### src/rtl/loader_pkg.sv
// Shared definitions for the boot-time program loader and the CPU fetch stage.
// Holds the loader state encoding, frame field widths and the reset vector.
package loader_pkg;

  localparam int unsigned BYTE_W = 8;
  localparam int unsigned WORD_W = 16;
  localparam int unsigned ADDR_W = 16;
  localparam int unsigned LEN_W  = 16;

  localparam logic [ADDR_W-1:0] DEFAULT_BASE_ADDR = 16'h0100;
  localparam int unsigned       DEFAULT_MAX_WORDS = 128;

  typedef enum logic [2:0] {
    S_LEN_HI  = 3'd0,
    S_LEN_LO  = 3'd1,
    S_DATA_HI = 3'd2,
    S_DATA_LO = 3'd3,
    S_WRITE   = 3'd4,
    S_CSUM    = 3'd5,
    S_DONE    = 3'd6,
    S_ERROR   = 3'd7
  } loader_state_t;

  // States that consume a byte from the upstream stream.
  function automatic logic state_ready(input loader_state_t s);
    return (s inside {S_LEN_HI, S_LEN_LO, S_DATA_HI, S_DATA_LO, S_CSUM});
  endfunction

endpackage

### src/rtl/prog_loader_if.sv
// Byte-stream input, instruction-memory write port and status lines of the loader.
interface prog_loader_if;
  import loader_pkg::*;

  logic              in_valid;
  logic [BYTE_W-1:0] in_byte;
  logic              in_ready;
  logic              restart;
  logic              mem_we;
  logic [ADDR_W-1:0] mem_addr;
  logic [WORD_W-1:0] mem_wdata;
  logic              cpu_run;
  logic              load_err;

  modport master (
    output in_valid, in_byte, restart,
    input  in_ready, mem_we, mem_addr, mem_wdata, cpu_run, load_err
  );

  modport slave (
    input  in_valid, in_byte, restart,
    output in_ready, mem_we, mem_addr, mem_wdata, cpu_run, load_err
  );

endinterface

### src/rtl/prog_loader.sv
// Assembles a length-prefixed, XOR-checksummed byte stream into 16-bit words,
// writes them to instruction memory from BASE_ADDR and releases the CPU on success.
module prog_loader
  import loader_pkg::*;
#(
  parameter logic [ADDR_W-1:0] BASE_ADDR = DEFAULT_BASE_ADDR,
  parameter int unsigned       MAX_WORDS = DEFAULT_MAX_WORDS
) (
  input  logic         clk,
  input  logic         rst_n,
  prog_loader_if.slave ldr
);

  loader_state_t     state_q;
  logic [BYTE_W-1:0] hi_q;
  logic [BYTE_W-1:0] xor_q;
  logic [LEN_W-1:0]  len_q;
  logic [LEN_W-1:0]  idx_q;
  logic              mem_we_q;
  logic [ADDR_W-1:0] mem_addr_q;
  logic [WORD_W-1:0] mem_wdata_q;
  logic              cpu_run_q;
  logic              load_err_q;

  logic              xfer_c;
  logic [LEN_W-1:0]  len_c;

  assign xfer_c = ldr.in_valid && state_ready(state_q);
  assign len_c  = {hi_q, ldr.in_byte};

  always_ff @(posedge clk or negedge rst_n) begin
    if (!rst_n) begin
      state_q     <= S_LEN_HI;
      hi_q        <= '0;
      xor_q       <= '0;
      len_q       <= '0;
      idx_q       <= '0;
      mem_we_q    <= 1'b0;
      mem_addr_q  <= BASE_ADDR;
      mem_wdata_q <= '0;
      cpu_run_q   <= 1'b0;
      load_err_q  <= 1'b0;
    end else begin
      mem_we_q <= 1'b0;
      case (state_q)
        S_LEN_HI: begin
          if (xfer_c) begin
            hi_q    <= ldr.in_byte;
            state_q <= S_LEN_LO;
          end
        end
        S_LEN_LO: begin
          if (xfer_c) begin
            len_q <= len_c;
            if (len_c > LEN_W'(MAX_WORDS)) begin
              state_q    <= S_ERROR;
              load_err_q <= 1'b1;
            end else if (len_c == '0) begin
              state_q <= S_CSUM;
            end else begin
              state_q <= S_DATA_HI;
            end
          end
        end
        S_DATA_HI: begin
          if (xfer_c) begin
            hi_q    <= ldr.in_byte;
            xor_q   <= xor_q ^ ldr.in_byte;
            state_q <= S_DATA_LO;
          end
        end
        S_DATA_LO: begin
          if (xfer_c) begin
            mem_wdata_q <= {hi_q, ldr.in_byte};
            mem_addr_q  <= BASE_ADDR + ADDR_W'({idx_q, 1'b0});
            mem_we_q    <= 1'b1;
            idx_q       <= idx_q + LEN_W'(1);
            xor_q       <= xor_q ^ ldr.in_byte;
            state_q     <= S_WRITE;
          end
        end
        S_WRITE: begin
          // idx_q already counts the word being written this cycle.
          state_q <= (idx_q == len_q) ? S_CSUM : S_DATA_HI;
        end
        S_CSUM: begin
          if (xfer_c) begin
            if (xor_q == ldr.in_byte) begin
              state_q   <= S_DONE;
              cpu_run_q <= 1'b1;
            end else begin
              state_q    <= S_ERROR;
              load_err_q <= 1'b1;
            end
          end
        end
        S_DONE, S_ERROR: begin
          if (ldr.restart) begin
            state_q    <= S_LEN_HI;
            cpu_run_q  <= 1'b0;
            load_err_q <= 1'b0;
            xor_q      <= '0;
            idx_q      <= '0;
          end
        end
        default: state_q <= S_LEN_HI;
      endcase
    end
  end

  assign ldr.in_ready  = state_ready(state_q);
  assign ldr.mem_we    = mem_we_q;
  assign ldr.mem_addr  = mem_addr_q;
  assign ldr.mem_wdata = mem_wdata_q;
  assign ldr.cpu_run   = cpu_run_q;
  assign ldr.load_err  = load_err_q;

endmodule

### src/flat_wrapper.sv
// flat-port wrapper written by rule: the top's interface ports become plain ports
module prog_loader_flat import loader_pkg::*;
#(
  parameter logic [ADDR_W-1:0] BASE_ADDR = DEFAULT_BASE_ADDR,
  parameter int unsigned       MAX_WORDS = DEFAULT_MAX_WORDS
)
  (clk, rst_n, ldr_in_valid, ldr_in_byte, ldr_restart, ldr_in_ready, ldr_mem_we, ldr_mem_addr, ldr_mem_wdata, ldr_cpu_run, ldr_load_err);
  prog_loader_if ldr_i ();
  input  logic clk;
  input  logic rst_n;
  input wire logic [$bits(ldr_i.in_valid)-1:0] ldr_in_valid;
  input wire logic [$bits(ldr_i.in_byte)-1:0] ldr_in_byte;
  input wire logic [$bits(ldr_i.restart)-1:0] ldr_restart;
  output wire logic [$bits(ldr_i.in_ready)-1:0] ldr_in_ready;
  output wire logic [$bits(ldr_i.mem_we)-1:0] ldr_mem_we;
  output wire logic [$bits(ldr_i.mem_addr)-1:0] ldr_mem_addr;
  output wire logic [$bits(ldr_i.mem_wdata)-1:0] ldr_mem_wdata;
  output wire logic [$bits(ldr_i.cpu_run)-1:0] ldr_cpu_run;
  output wire logic [$bits(ldr_i.load_err)-1:0] ldr_load_err;
  assign ldr_i.in_valid = ldr_in_valid;
  assign ldr_i.in_byte = ldr_in_byte;
  assign ldr_i.restart = ldr_restart;
  assign ldr_in_ready = ldr_i.in_ready;
  assign ldr_mem_we = ldr_i.mem_we;
  assign ldr_mem_addr = ldr_i.mem_addr;
  assign ldr_mem_wdata = ldr_i.mem_wdata;
  assign ldr_cpu_run = ldr_i.cpu_run;
  assign ldr_load_err = ldr_i.load_err;
  prog_loader #(.BASE_ADDR(BASE_ADDR), .MAX_WORDS(MAX_WORDS)) u_core (.clk(clk), .rst_n(rst_n), .ldr(ldr_i));
endmodule
### config.mk
export PLATFORM = sky130hd
export DESIGN_NAME = prog_loader_flat
export DESIGN_NICKNAME = d
export VERILOG_FILES = /design/src/rtl/loader_pkg.sv /design/src/rtl/prog_loader_if.sv /design/src/rtl/prog_loader.sv /design/src/flat_wrapper.sv
export SDC_FILE = /design/constraint.sdc
export NUM_CORES = 1
export LEC_CHECK = 0
export CORE_MARGIN = 3
export CORE_UTILIZATION = 39
export DETAILED_ROUTE_END_ITERATION = 7
export PLACE_DENSITY = 0.6
export SLEW_MARGIN = 20
export SYNTH_ARGS = -nofsm -noshare
export SYNTH_HDL_FRONTEND = slang
export SYNTH_SLANG_ARGS = --single-unit
### constraint.sdc
create_clock -name clk -period 3.7 [get_ports clk]
set_clock_uncertainty 0.1 [all_clocks]
set_input_delay 0.74 -clock clk [delete_from_list [all_inputs] [get_ports clk]]
set_output_delay 0.74 -clock clk [all_outputs]
set_load 0.1 [all_outputs]
# Word level (Yosys, flattened, before mapping)
# Cells that the tools add are included.
# totals
out_inout_bits	36
inputBits	12
reg_bits	86
word_cells	80
# classes
add_sub_neg	2
order_cmp	1
bitwise_logic	1
eq_ne	19
n_reduce_logical	19
muxes	28
# ops
operator	n
$mux 16	2
$pmux 16 s2	1
$mux 3	9
$pmux 3 s7	1
$add 16x1->16 const B	1
$add 9x16->16 const A	1
$eq 16x16->1	1
$gt 16x8->1 const B	1
$logic_not 16->1	1
$mux 8	2
$pmux 8 s2	1
$eq 3x3->1 const B	4
$ne 2x1->1 const B	6
$reduce_and 6->1	2
$mux 1	10
$eq 8x8->1	1
$ne 2x2->1 const B	4
$xor 8x8->8	1
$eq 3x2->1 const B	2
$reduce_and 2->1	3
$reduce_and 3->1	2
$reduce_bool 2->1	3
$reduce_or 2->1	3
$reduce_bool 5->1	1
7 further kinds	7

# Longest topological paths before layout
# depth
depth_word	5
ltp_mapped	7
depth_no_buf	6

# Least setup slack after synthesis
# No wires, ideal clock.
# synth_timing
path_type	input-to-reg
from	input ldr_in_byte[2]
to	register u_core.state_q[0]
setup_time_ns	0.087
stages	5
n_path_buf	0
arrival_time_ns	2.123
slack_ns	1.390
cell_sequence	or4_4 > or3_4 > a311oi_2 > a311oi_1 > a22oi_1
# synth_between
elab_chain_len	5
word_cells_on_any_way	9
# synth_rtl
item	line	rtl
start: declaration	flat_wrapper.sv:12	input wire logic [$bits(ldr_i.in_byte)-1:0] ldr_in_byte;
parallel branches: the longest is 4 deep, another holds $gt 16x8->1	n/a	
$pmux 3 s7 *	prog_loader.sv:45	case (state_q)
end signal: assignment	prog_loader.sv:84	state_q <= (idx_q == len_q) ? S_CSUM : S_DATA_HI;
end: declaration	prog_loader.sv:14	loader_state_t state_q;
# Mark *: on every way between the ends. The select of a mux whose other input is x is not followed.
# A chain may end at the register's enable or synchronous reset.

# Worst setup path after layout
# layout_timing
from	register u_core.mem_wdata_q[12] (netlist: u_core.ldr.mem_wdata[12])
to	output ldr_mem_wdata[12]
# layout_rtl
item	line	rtl
start: declaration	prog_loader.sv:21	logic [WORD_W-1:0] mem_wdata_q;
start signal: assignment	prog_loader.sv:74	mem_wdata_q <= {hi_q, ldr.in_byte};
end: declaration	flat_wrapper.sv:17	output wire logic [$bits(ldr_i.mem_wdata)-1:0] ldr_mem_wdata;
# No word-level cell between the ends.

==> results.yml <==
status:
  status: "complete, no violations"
power:
  seqPwrFrac_pct: 37.4
  p_int_uw: 2157
  clkPwrFrac_pct: 16.8
  leakagePower_uw: 0.002094
  power.switching_uw: 1972
  powerDensity_nw_per_um2: 872.6
  swShare_pct: 47.76
  power_frac_comb_pct: 45.8
  ir_drop_mv: 0.5938
placed_design:
  globalplace.congestion: 0.7929
  hpwl_mm: 5.880
  place.port_buffers: 46
  dp_slack_ns: 0.6401
  placed_cell_area_um2: 4519
yosys:
  synth_fa_ha_area_share_pct: 0.6323
  async_flop_share_pct: 100.0
  synth_top_family_by_area: "simple AND/OR/NAND/NOR gates"
  synth-compound-area-share_pct: 7.398
  synth_top_area_share_pct: 53.11
  ys_ff_latch: 85
  syn_avg_cell_area_um2: 9.919
  synth_nets: 413
  synth_edf_count: 0
  syn-cell-area_um2: 3958
  synth-simple-area-share_pct: 20.08
  synth_top_cell_by_area: "dfrtp_1"
  yosysWarningCount: 0
  synth-xor-area-share_pct: 8.410
  synth_cells: 399
  synthMuxAreaShare_pct: 6.829
  ys.flop_type: "dfrtp_1"
  yosysUniqueCellTypes: 50
  synth.area.top_cells: "dfrtp_1, nand2_1, mux2_2"
  ys_seq_area_share_pct: 53.78
flow_run:
  drv_cap: 0
final_layout:
  nFillCells: 977
  postLayoutCellArea_um2: 4731
  drive_gt1_share_pct: 11.88
  diodes: 0
  postLayoutCoreUtil_pct: 48.18
  syn2layout_area_growth_pct: 19.54
  finalNetCount: 455
clock_network:
  clockBufferDepth: 2
  cts-buffers-inserted: 9
  cts.sinks: 85
  cts_setup_buffers: 0
  cts_tree: "yes"
  ctsResizeCount: 0
  h-tree-depth: 3
  path_clk_slew_ns: 0.10
  cts_hold_buf: 0
  clk_latency_ns: 0.36
  ctsRootBufferMaster: "clkbuf_8"
die:
  ios: 48
  die_area_um2: 11390
  die_w_um: 106.7
  die_y_um: 106.7
  rows: 36
  coreArea_um2: 9819
  initial_core_util_pct: 40.30
global_route:
  overflow: 0
  grt_pass1_wl_mm: 14.70
  grt_usage_pct: 16.21
  grt_pass1_vias: 2815
  grt_max_degree: 86
  antenna_found_initial: 0
worst_setup_path:
  worstPathMaxFanout: 2
  crit_chain: "clkdlybuf4s50_1"
  worst_setup_path_start_kind: "flip-flop"
  cp-end-kind: "output port"
  crit_type: "reg -> out"
  critPathSlowestCell: "clkdlybuf4s50_1"
  worstPathRequired_ns: 2.86
  cpLargestDelayFamily: "buffers and inverters"
  max_stage_delay_ns: 1.15
  worstPathArrival_ns: 1.89
  crit_buf_inv: 1
sta:
  hold_violations: 0
  slew_viol_final: 0
  finalWorstSetupSlack_ns: 0.9709
  period_share_pct: 73.76
  period_needed_ns: 2.729
  fmax_mhz: 366.4
  fin_setup_tns_ns: 0
  slew_headroom_pct: 34.45
  worst_slew_pin_slew_ns: 0.9803
  setup_viol: 0
  rsz0062_at_grt: "no"
drt:
  drc: 0
  drt-initial-drc-count: 157
  routedWlPerCell_um: 14.85
  ant_nets: 0
  vias_per_cell: 4.952
  firstDrtPassIters: 4
  vias: 2867
  drt_wl_total_mm: 8.598
min_path:
  hold_path_class: "in -> async"
## sequential cells by signal, summed over array words and instances, names as in the netlist
name and flops:
u_core.xor_q 8, u_core.ldr.load_err 1, u_core.ldr.mem_addr 15, u_core.ldr.mem_wdata 16, u_core.ldr.mem_we 1, u_core.hi_q 8
u_core.ldr.cpu_run 1, u_core.idx_q 16, u_core.state_q 3, u_core.len_q 16
## power groups by stage
stage	clock, uW	combinational (uW)	sequential, uW
detailed placement	0	1910	1560
finish	692	1890	1540
CTS	706	1910	1540
floorplan	0	775	2220
global placement	0	1890	1560
global route	750	2040	1590
## worst register-to-register path: cells and delay by family (launching register included)
family / cells / cell delay [ns]
and+or+nand+nor: 3 / 0.59
xor gates and xnor gates: 1 / 0.16
DFF: 1 / 0.64
AOI/OAI and AO/OA: 1 / 0.68
## layer usage
metal / GRT usage, % / routed length, um
met1: 23.59 / 4275
met5: 0 / 0
met2: 24.78 / 3892
met3: 2.589 / 329
met4: 5.479 / 100
## kinds of logic (layout without fill, tap and decap cells)
family / count (synthesis) / count (layout)
xor gates and xnor gates: 38 / 38
adders and majority gates: 2 / 2
AOI/OAI and AO/OA: 47 / 47
other: 1 / 1
buffers and inverters: 26 / 73
muxes: 24 / 24
DFF: 85 / 85
and+or+nand+nor: 176 / 176
## placed cells by master, fill, tap and decap left out, types with 2 or more instances in the layout
master and instances:
dfrtp_1 84, and3_1 5, o21ai_0 24, nand4_1 7, nor2_1 22, o21ai_1 3, mux2_2 23, nor4_1 3
ha_1 2, inv_1 7, buf_4 5, nand2_1 106, clkbuf_8 9, a211oi_1 2, xnor2_1 23, xor2_1 15
nand3_1 8, clkinv_4 3, nand4b_1 2, inv_8 2, a311oi_1 2, a21oi_1 5, clkdlybuf4s50_1 43, nand2b_1 11
## area by class of cell
cell class | count | area (um^2) | area share [%]
flip-flops and latches | 85 | 2128 | 44.99
inverters | 8 | 30.03 | 0.6348
clock inverters | 7 | 83.83 | 1.772
well taps | 133 | 166.4 | 3.518
clock buffers | 9 | 123.9 | 2.618
multi-input cells | 288 | 1719 | 36.34
repair buffers | 49 | 479.2 | 10.13
## stage by stage
step,total power (uW),hold slack [ns],std cells
3_5_place_dp,3462,0.3625,563
5_1_grt,4377,0.3871,579
4_1_cts,4161,0.3875,579
3_3_place_gp,3445,0.3616,563
2_1_floorplan,2998,0.3444,399
6_report,4128,0.3141,579
## synthesized netlist by cell type (3+ instances only)
| cell | number |
|---|---|
| xnor2_1 | 23 |
| mux2_2 | 23 |
| dfrtp_1 | 84 |
| nor2_1 | 22 |
| nand3_1 | 8 |
| nand4_1 | 7 |
| a21oi_1 | 5 |
| o21ai_0 | 24 |
| clkbuf_1 | 10 |
| xor2_1 | 15 |
| inv_1 | 7 |
| nor4_1 | 3 |
| nand2_1 | 106 |
| o21ai_1 | 3 |
| nand2b_1 | 11 |
| buf_2 | 4 |
| and3_1 | 5 |
## final timing paths
path / depth (start not counted) / end / slack (ns) / from
worst max-delay path: 1 / ldr_mem_wdata[12] / 0.97 / u_core.ldr.mem_wdata[12]
worst min-delay path: 1 / u_core.ldr.mem_addr[10] / 0.31 / rst_n
worst min register to register: 2 / u_core.ldr.mem_wdata[3] / 0.38 / u_core.ldr.mem_wdata[3]
max in group asynchronous: 1 / u_core.xor_q[1] / 2.65 / rst_n
worst max register to register: 5 / u_core.idx_q[10] / 1.42 / u_core.state_q[2]
min in group clk: 2 / u_core.ldr.mem_wdata[3] / 0.38 / u_core.ldr.mem_wdata[3]
Note: power is estimated with default switching activity, not from simulation.
